**config.mk**
```make
export PLATFORM = sky130hd
export DESIGN_NAME = vec_cache_wr_resp_router
export DESIGN_NICKNAME = d
export VERILOG_FILES = /design/src/rtl/vector_cache_pkg.sv /design/src/rtl/vec_cache_wr_resp_fifo.sv /design/src/rtl/vec_cache_wr_resp_router.sv
export SDC_FILE = /design/constraint.sdc
export NUM_CORES = 1
export LEC_CHECK = 0
export ABC_AREA = 1
export CAP_MARGIN = 20
export CORE_MARGIN = 2
export CORE_UTILIZATION = 34
export CTS_BUF_LIST = sky130_fd_sc_hd__clkbuf_16
export DETAILED_ROUTE_END_ITERATION = 6
export HOLD_SLACK_MARGIN = 0.15
export PLACE_DENSITY = 0.56
export SYNTH_ARGS = -nofsm -noshare
export SYNTH_HDL_FRONTEND = slang
export SYNTH_SLANG_ARGS = --single-unit
export TNS_END_PERCENT = 20
```
**constraint.sdc**
```tcl
create_clock -name clk -period 11.2 [get_ports clk]
set_input_delay 2.24 -clock clk [delete_from_list [all_inputs] [get_ports clk]]
set_output_delay 2.24 -clock clk [all_outputs]
set_load 0.005 [all_outputs]
```
**src/rtl/vector_cache_pkg.sv**
```systemverilog
// Shared vector-cache types for the write-response path: command opcodes,
// transaction id layout, request and write-response payloads, and defaults.
package vector_cache_pkg;

  localparam int unsigned VEC_CACHE_DIR_ID_W         = 4;
  localparam int unsigned VEC_CACHE_SEQ_W            = 8;
  localparam int unsigned VEC_CACHE_SIDEBAND_W       = 8;
  localparam int unsigned VEC_CACHE_WRESP_FIFO_DEPTH = 4;

  typedef enum logic [1:0] {
    VEC_CACHE_CMD_READ  = 2'd0,
    VEC_CACHE_CMD_WRITE = 2'd1,
    VEC_CACHE_CMD_FLUSH = 2'd2,
    VEC_CACHE_CMD_INVAL = 2'd3
  } vec_cache_cmd_e;

  typedef struct packed {
    logic [VEC_CACHE_DIR_ID_W-1:0] direction_id;
    logic [VEC_CACHE_SEQ_W-1:0]    seq_id;
  } txnid_t;

  typedef struct packed {
    txnid_t                          txnid;
    logic [VEC_CACHE_SIDEBAND_W-1:0] sideband;
  } wr_resp_pld_t;

  typedef struct packed {
    vec_cache_cmd_e                  cmd_opcode;
    txnid_t                          cmd_txnid;
    logic [VEC_CACHE_SIDEBAND_W-1:0] cmd_sideband;
  } input_req_pld_t;

  // True when the command expects a write response.
  function automatic logic is_wr_cmd(input input_req_pld_t p);
    return p.cmd_opcode == VEC_CACHE_CMD_WRITE;
  endfunction

endpackage

```
**src/rtl/vec_cache_wr_resp_fifo.sv**
```systemverilog
// Single-clock FIFO of write responses. Occupancy is tracked by an explicit
// counter; full/empty derive from it so the wrapping pointers need no extra bit.
module vec_cache_wr_resp_fifo
  import vector_cache_pkg::*;
#(
  parameter int unsigned DEPTH = VEC_CACHE_WRESP_FIFO_DEPTH,
  parameter int unsigned CNT_W = $clog2(DEPTH + 1)
) (
  input  logic             clk,
  input  logic             rst,
  input  logic             push,
  input  wr_resp_pld_t     push_data,
  input  logic             pop,
  output wr_resp_pld_t     pop_data,
  output logic             full,
  output logic             empty,
  output logic [CNT_W-1:0] cnt
);

  localparam int unsigned PTR_W = $clog2(DEPTH);

  wr_resp_pld_t [DEPTH-1:0] mem_q, mem_d;
  logic [PTR_W-1:0]         wr_ptr_q, wr_ptr_d;
  logic [PTR_W-1:0]         rd_ptr_q, rd_ptr_d;
  logic [CNT_W-1:0]         cnt_q, cnt_d;
  logic                     do_push, do_pop;

  assign full     = (cnt_q == CNT_W'(DEPTH));
  assign empty    = (cnt_q == '0);
  assign cnt      = cnt_q;
  assign pop_data = mem_q[rd_ptr_q];

  // Next-state: guarded push/pop, pointer advance, occupancy update.
  always_comb begin
    do_push  = push && !full;
    do_pop   = pop && !empty;
    mem_d    = mem_q;
    wr_ptr_d = wr_ptr_q;
    rd_ptr_d = rd_ptr_q;
    cnt_d    = cnt_q;
    if (do_push) begin
      mem_d[wr_ptr_q] = push_data;
      wr_ptr_d        = wr_ptr_q + PTR_W'(1);
    end
    if (do_pop) begin
      rd_ptr_d = rd_ptr_q + PTR_W'(1);
    end
    case ({do_push, do_pop})
      2'b10:   cnt_d = cnt_q + CNT_W'(1);
      2'b01:   cnt_d = cnt_q - CNT_W'(1);
      default: cnt_d = cnt_q;
    endcase
  end

  // State registers; storage is cleared too so the head reads zero after reset.
  always_ff @(posedge clk or posedge rst) begin
    if (rst) begin
      mem_q    <= '0;
      wr_ptr_q <= '0;
      rd_ptr_q <= '0;
      cnt_q    <= '0;
    end else begin
      mem_q    <= mem_d;
      wr_ptr_q <= wr_ptr_d;
      rd_ptr_q <= rd_ptr_d;
      cnt_q    <= cnt_d;
    end
  end

endmodule

```
**src/rtl/vec_cache_wr_resp_router.sv**
```systemverilog
// Write-response router: decodes the direction of each accepted write command
// and queues its response in that direction's FIFO. Non-writes and writes to a
// nonexistent direction are consumed without a response; the latter raise a
// sticky error flag.
module vec_cache_wr_resp_router
  import vector_cache_pkg::*;
#(
  parameter int unsigned NUM_DIR    = 4,
  parameter int unsigned FIFO_DEPTH = VEC_CACHE_WRESP_FIFO_DEPTH,
  parameter int unsigned DIR_W      = $clog2(NUM_DIR),
  parameter int unsigned CNT_W      = $clog2(FIFO_DEPTH + 1)
) (
  input  logic                            clk,
  input  logic                            rst,
  input  logic                            req_vld,
  output logic                            req_rdy,
  input  input_req_pld_t                  req_pld,
  output logic [NUM_DIR-1:0]              v_wresp_vld,
  input  logic [NUM_DIR-1:0]              v_wresp_rdy,
  output wr_resp_pld_t [NUM_DIR-1:0]      v_wresp_pld,
  output logic [NUM_DIR-1:0][CNT_W-1:0]   v_wresp_cnt,
  output logic                            err_bad_dir
);

  localparam int unsigned CMP_W = VEC_CACHE_DIR_ID_W + 1;

  logic               is_wr;
  logic               dir_ok;
  logic [NUM_DIR-1:0] fifo_full;
  logic [NUM_DIR-1:0] fifo_empty;
  logic [NUM_DIR-1:0] fifo_push;
  logic [NUM_DIR-1:0] fifo_pop;
  logic               err_bad_dir_q, err_bad_dir_d;
  wr_resp_pld_t       push_data;

  assign is_wr     = is_wr_cmd(req_pld);
  assign dir_ok    = {1'b0, req_pld.cmd_txnid.direction_id} < CMP_W'(NUM_DIR);
  assign push_data = '{txnid: req_pld.cmd_txnid, sideband: req_pld.cmd_sideband};

  // Ready/push decode. Matching per direction index keeps out-of-range ids from
  // ever indexing the FIFO vectors; such commands fall through to ready=1.
  always_comb begin
    req_rdy   = 1'b1;
    fifo_push = '0;
    for (int unsigned i = 0; i < NUM_DIR; i++) begin
      if (is_wr && dir_ok &&
          req_pld.cmd_txnid.direction_id[DIR_W-1:0] == DIR_W'(i)) begin
        req_rdy      = !fifo_full[i];
        fifo_push[i] = req_vld && !fifo_full[i];
      end
    end
  end

  // Sticky flag for writes addressed to a nonexistent direction.
  always_comb begin
    err_bad_dir_d = err_bad_dir_q | (req_vld && is_wr && !dir_ok);
  end

  // Error flag register.
  always_ff @(posedge clk or posedge rst) begin
    if (rst) err_bad_dir_q <= 1'b0;
    else     err_bad_dir_q <= err_bad_dir_d;
  end

  assign err_bad_dir = err_bad_dir_q;
  assign v_wresp_vld = ~fifo_empty;
  assign fifo_pop    = v_wresp_vld & v_wresp_rdy;

  for (genvar g = 0; g < NUM_DIR; g++) begin : g_dir
    vec_cache_wr_resp_fifo #(
      .DEPTH (FIFO_DEPTH),
      .CNT_W (CNT_W)
    ) u_fifo (
      .clk       (clk),
      .rst       (rst),
      .push      (fifo_push[g]),
      .push_data (push_data),
      .pop       (fifo_pop[g]),
      .pop_data  (v_wresp_pld[g]),
      .full      (fifo_full[g]),
      .empty     (fifo_empty[g]),
      .cnt       (v_wresp_cnt[g])
    );
  end

endmodule

```
# Yosys cells after proc, flatten, opt, wreduce, memory -nomap -nowiden
# Cells that the tools add are included.
op_classes:
  n_eq_ne: 16
  add_sub_neg: 16
  muxes: 32
  n_lt_le_gt_ge: 13
  reduce_logical: 41
  n_bitwise: 3
ops:
  columns: ["op", "n"]
  rows:
  - ["80-bit bitwise mux", 4]
  - ["20-bit binary-select mux with 2-bit select", 4]
  - ["20-bit demux with 2-bit select", 4]
  - ["20-bit 2-to-1 mux", 8]
  - ["2-bit by 3-bit < comparator with 1-bit output (second input constant)", 8]
  - ["3-bit case mux with 2 select lines", 4]
  - ["1-bit logical AND", 23]
  - ["2-bit by 1-bit adder with 2-bit output (second input constant)", 8]
  - ["3-bit by 1-bit adder with 3-bit output (second input constant)", 4]
  - ["2-bit by 1-bit equality test with 1-bit output (second input constant)", 6]
  - ["2-bit equality test (second input constant)", 6]
  - ["3-bit equality test (second input constant)", 4]
  - ["3-bit zero test", 4]
  - ["3-bit by 1-bit subtractor with 3-bit output (second input constant)", 4]
  - ["1-bit zero test", 9]
  - ["2-bit by 1-bit greater-or-equal comparator with 1-bit output (second input constant)", 4]
  - ["1-bit 2-to-1 mux", 8]
  - ["2-bit nonzero test", 4]
  - ["4-bit bitwise AND", 1]
  - ["4-bit by 3-bit < comparator with 1-bit output (second input constant)", 1]
  - ["4-bit NOT", 1]
  - ["2-bit zero test", 1]
  - ["1-bit bitwise OR", 1]
word_totals:
  out_inout_bits: 98
  wordCells: 182
  register_bits: 349
  in_bits: 29

# Logic depth before layout (Yosys ltp)
logic_depth:
  ltp_word: 7
  ltp_mapped: 12

# Hierarchy
# A second synthesis with hierarchy kept.
hier_totals:
  cells_unflattened: 2235
  area_unflattened_um2: 17683.2
modules_own_cells:
  columns: ["mod", "area_each_um2", "seq_area_each_um2", "instances", "cells_each"]
  rows:
  - ["vec_cache_wr_resp_fifo", 4361.7, 2177.1, 4, 548]
  - ["vec_cache_wr_resp_router", 236.5, 25.0, 1, 43]

# Least setup slack after synthesis
# No wires, ideal clock.
synth_path:
  kind: "input to output"
  start: "input port req_pld[21] (netlist name)"
  end: "output port req_rdy"
  required_time_ps: 8960
  path_stages: 9
  slack_ps: 6010
  n_path_buf: 0
  arrival_time_ps: 2950
  path_cell_list: "inv_2 > nand2_2 > nor2_8 > nand4_1 > nand2_1 > nand2_1 > nand2_1 > nand2_1 > nand2_1"
synth_via:
  elab_chain_len: 7
  word_cells_on_any_way: 10
synth_rtl:
  columns: ["item", "line", "source"]
  rows:
  - ["start: declaration", "vec_cache_wr_resp_router.sv:17", "input input_req_pld_t req_pld,"]
  - ["2-bit by 1-bit equality test with 1-bit output (*)", "vector_cache_pkg.sv:35", "return p.cmd_opcode == VEC_CACHE_CMD_WRITE;"]
  - ["1-bit logical AND (*)", "vec_cache_wr_resp_router.sv:46", "if (is_wr && dir_ok &&"]
  - ["1-bit logical AND", "vec_cache_wr_resp_router.sv:46", null]
  - ["1-bit 2-to-1 mux (3 in a row)", "vec_cache_wr_resp_router.sv:46", null]
  - ["1-bit 2-to-1 mux (*)", "vec_cache_wr_resp_router.sv:46", null]
  - ["end: declaration", "vec_cache_wr_resp_router.sv:16", "output logic req_rdy,"]
# Every way passes the cells marked *; elsewhere a longest branch is shown, timed or not.

# Worst setup path in the final report
layout_path:
  start: "input port req_pld[20] (netlist name)"
  end: "output port req_rdy"
# The elaborated chain is that of the path after synthesis.

==> flow_summary_export.csv <==
group,metric,value,unit
run,maxCapViolCount,0,
timing,finalSetupViolCount,0,
global_routing,grt.total_usage,18.2,%
placed_design,io_buffers,126,
drt,drt-pass1-iter-count,5,
floorplanning,dieWidth,218,um
floorplanning,rows,78,
floorplanning,core_area,45200,um^2
drt,ant_nets,0,
worst_setup_path,path_max_fanout,6,
worst_setup_path,cpPeakStageDelay,0.52,ns
worst_setup_path,crit_top_cell,"nand2_1",
timing,slew_headroom,29.8,%
clock_network,cts_made_buffers,40,
timing,tns,0,ns
placed_design,gp_congestion,0.748,
yosys,ys_ff_latch,349,
clock_network,clk_pin_slew,0.06,ns
drt,routedWlPerCell,17.2,um
timing,rsz0062_at_grt,"no",
clock_network,hold_buffers,0,
clock_network,clock-root-buffer,"clkbuf_16",
worst_setup_path,cp_cell_sequence,"clkdlybuf4s50_1, nand2_2, nor2_8, nand4_1, nand2_1, nand2_1, nand2_1, nand2_1, nand2_1, clkdlybuf4s50_1",
placed_design,hpwl,25500,um
worst_setup_path,worst_path_max_delay_cell,"clkdlybuf4s50_1",
floorplanning,start_util,34.3,%
worst_setup_path,end_kind,"output port",
clock_network,cts_max_level,2,
clock_network,cts_buffer_depth,3,
yosys,yosys.area.top_type_share,56.3,%
global_routing,grt_overflow,0,
global_routing,grt_pass1_wl,67800,um
run_status,status,"finished, final reports clean",
worst_setup_path,cp.required,8.96,ns
global_routing,grt_pass1_vias,11834,
yosys,synthesis.nets,1818,
drt,drt_iter0_markers,954,
worst_setup_path,worst-path-buf-inv,2,
worst_setup_path,arrival,4.06,ns
final_layout,finalNonFillerCells,2457,
floorplanning,die-area,47400,um^2
worst_setup_path,critPathKind,"in2out",
timing,hold_viol_final,0,
floorplanning,ios,127,
yosys,synthCells,1765,
worst_setup_path,critical-path-top-delay-family,"buffers and inverters",
drt,wirelength,42400,um
power,peakVddDrop,0.151,mV
global_routing,grt_max_degree,155,
placed_design,dp_cells,2386,
yosys,syn-cell-area,15500,um^2
clock_network,clock_latency,0.56,ns
final_layout,drive_above_1_share,7.06,%
worst_hold_path,hold_class,"reg2reg",
floorplanning,die_h,218,um
yosys,synth.area.top_cells,"dfrtp_1 (56%), o21ai_0 (11%), nand2_1 (9.1%), nor2_1 (4.5%), inv_1 (3.0%)",
clock_network,post_cts_buffers,0,
yosys,syn_avg_cell_area,8.79,um^2
global_routing,antenna_found_initial,0,
yosys,yosysTopAreaCell,"dfrtp_1",
yosys,ys.flop_type,"dfrtp_1",
final_layout,area_delta_synth_final,18.3,%
power,leakagePower,8.96,nW
yosys,yosysWarnings,0,
clock_network,cts_tree,"done",
clock_network,post_cts_resized,0,
power,p_per_area,237,nW/um^2
timing,fin_crit,6.30,ns
drt,via_per_inst,4.93,
timing,worst_slew_pin_slew,1.05,ns
timing,fin_crit_sh,56.2,%
timing,skew,0.0207,ns
yosys,seq_area_frac_synth,56.3,%
drt,vias,12110,
yosys,synthArstFlopShare,100,%
worst_setup_path,worstSetupStartpointType,"input pin",
timing,slew_viol_final,0,
power,total_power,4.36,mW
clock_network,cts.sinks,349,
final_layout,fin_nets,1882,
yosys,synth.distinct_cells,32,
yosys,synth_edf_count,0,
timing,clock.fmax,159,MHz
drt,drc,0,
through the flow:
step	area [um^2]	hold WS [ns]	utilization [%]	setup WS (ns)
after floorplan	15500	0.419	-	4.29
after global placement	17100	0.437	37.8	4.97
after detailed placement	17100	0.436	37.8	4.91
after CTS	18300	0.452	40.6	4.91
after global routing	18400	0.482	40.6	4.82
final	18400	0.452	40.6	4.90
cell families (layout without fill, tap and decap cells):
group / count (synthesis) / count (layout) / synth area share, %
AOI/OAI and AO/OA: 521 / 521 / 18.0
xor gates and xnor gates: 18 / 18 / 1.02
adders and majority gates: 24 / 24 / 2.13
buffers and inverters: 244 / 335 / 6.69
DFF: 349 / 349 / 56.3
other: 0 / 1 / 0
and+or+nand+nor: 609 / 609 / 15.8
worst min-delay path, delay by kind of cell, from the launching register on:
kind                   cells  cell delay [ns]
and+or+nand+nor            1             0.06
DFF                        1             0.32
buffers and inverters      1             0.05
Yosys cell counts (all sizes together) (2+ instances only):
master and count:
nor3 2, nand2 391, o22ai 73, xor2 14, clkbuf 80, and2 2, dfrtp 349, ha 20
inv 124, o21ai 420, a21oi 26, or2 12, buf 39, nand3 12, xnor2 4, nor2 189
fa 4
power breakdown:
part / leakage (nW) / switching, mW / internal, mW
clock: 0.643 / 0.524 / 0.752
combinational: 3.69 / 0.881 / 0.698
sequential: 4.63 / 0.111 / 1.39
worst paths after layout:
path / cells past startpoint / endpoint / start / slack, ns
worst min register to register: 2 / g_dir[1].u_fifo.mem_q[36] / g_dir[1].u_fifo.mem_q[36] / 0.45
min in group asynchronous: 2 / g_dir[2].u_fifo.cnt[0] / rst / 1.99
worst max-delay path: 10 / req_rdy / req_pld[20] / 4.90
max in group asynchronous: 4 / g_dir[3].u_fifo.mem_q[77] / rst / 7.43
worst min-delay path: 2 / g_dir[1].u_fifo.mem_q[36] / g_dir[1].u_fifo.mem_q[36] / 0.45
worst max register to register: 10 / g_dir[3].u_fifo.cnt[2] / g_dir[3].u_fifo.cnt[0] / 8.66
registers in the layout, summed over array words and instances (netlist names):
name	flops
g_dir.u_fifo.mem_q	320
g_dir.u_fifo.rd_ptr_q	8
g_dir.u_fifo.wr_ptr_q	8
g_dir.u_fifo.cnt	12
err_bad_dir	1
layer usage:
metal  routed length, um  vias up  global-route usage (%)  part of all wire, %
met1               19700     5898                    25.4                   47
li1                    -     5874                       -                    -
met4                 712        0                    5.25                  1.7
met5                   0        -                       0                    0
met3                2130       55                    2.58                  5.0
met2               19800      283                    29.4                   47
area by class of cell:
cell class / count / area (um^2)
multi-input combinational: 1172 / 5750
tap: 600 / 751
timing repair buffer: 141 / 1390
inverter: 125 / 473
clock buffer: 41 / 1030
fill: 4424 / 26800
clock inverter: 28 / 231
antenna: 1 / 2.50
sequential: 349 / 8730
layout by cell type (no fill, tap or decap):
cell type | Yosys | routed
nand2_2 | 10 | 10
clkdlybuf4s50_1 | 0 | 126
nand4_1 | 1 | 1
o21bai_1 | 1 | 1
nor2_4 | 2 | 2
bufinv_16 | 0 | 4
o22ai_1 | 73 | 73
fa_1 | 4 | 4
dfrtp_1 | 349 | 349
ha_1 | 20 | 20
xor2_1 | 14 | 14
nand3_2 | 1 | 1
buf_12 | 0 | 1
nor2_8 | 1 | 1
inv_6 | 0 | 2
buf_4 | 0 | 13
clkinv_2 | 0 | 3
inv_2 | 1 | 1
clkinv_1 | 1 | 9
o21ai_2 | 25 | 25
a21oi_1 | 26 | 26
inv_1 | 123 | 131
or2_2 | 12 | 12
nand2_1 | 376 | 376
nor2_1 | 186 | 182
nand3_1 | 11 | 11
and2_1 | 2 | 2
buf_6 | 12 | 1
o21ai_1 | 40 | 40
xnor2_1 | 4 | 4
nor2_2 | 0 | 4
nor3_4 | 1 | 1
nor3_2 | 1 | 1
o31ai_1 | 1 | 1
o21ai_0 | 355 | 355
nand2_4 | 5 | 5
clkbuf_16 | 0 | 41
clkinvlp_4 | 0 | 3
diode_2 | 0 | 1
Note: power is estimated with default switching activity, not from simulation.
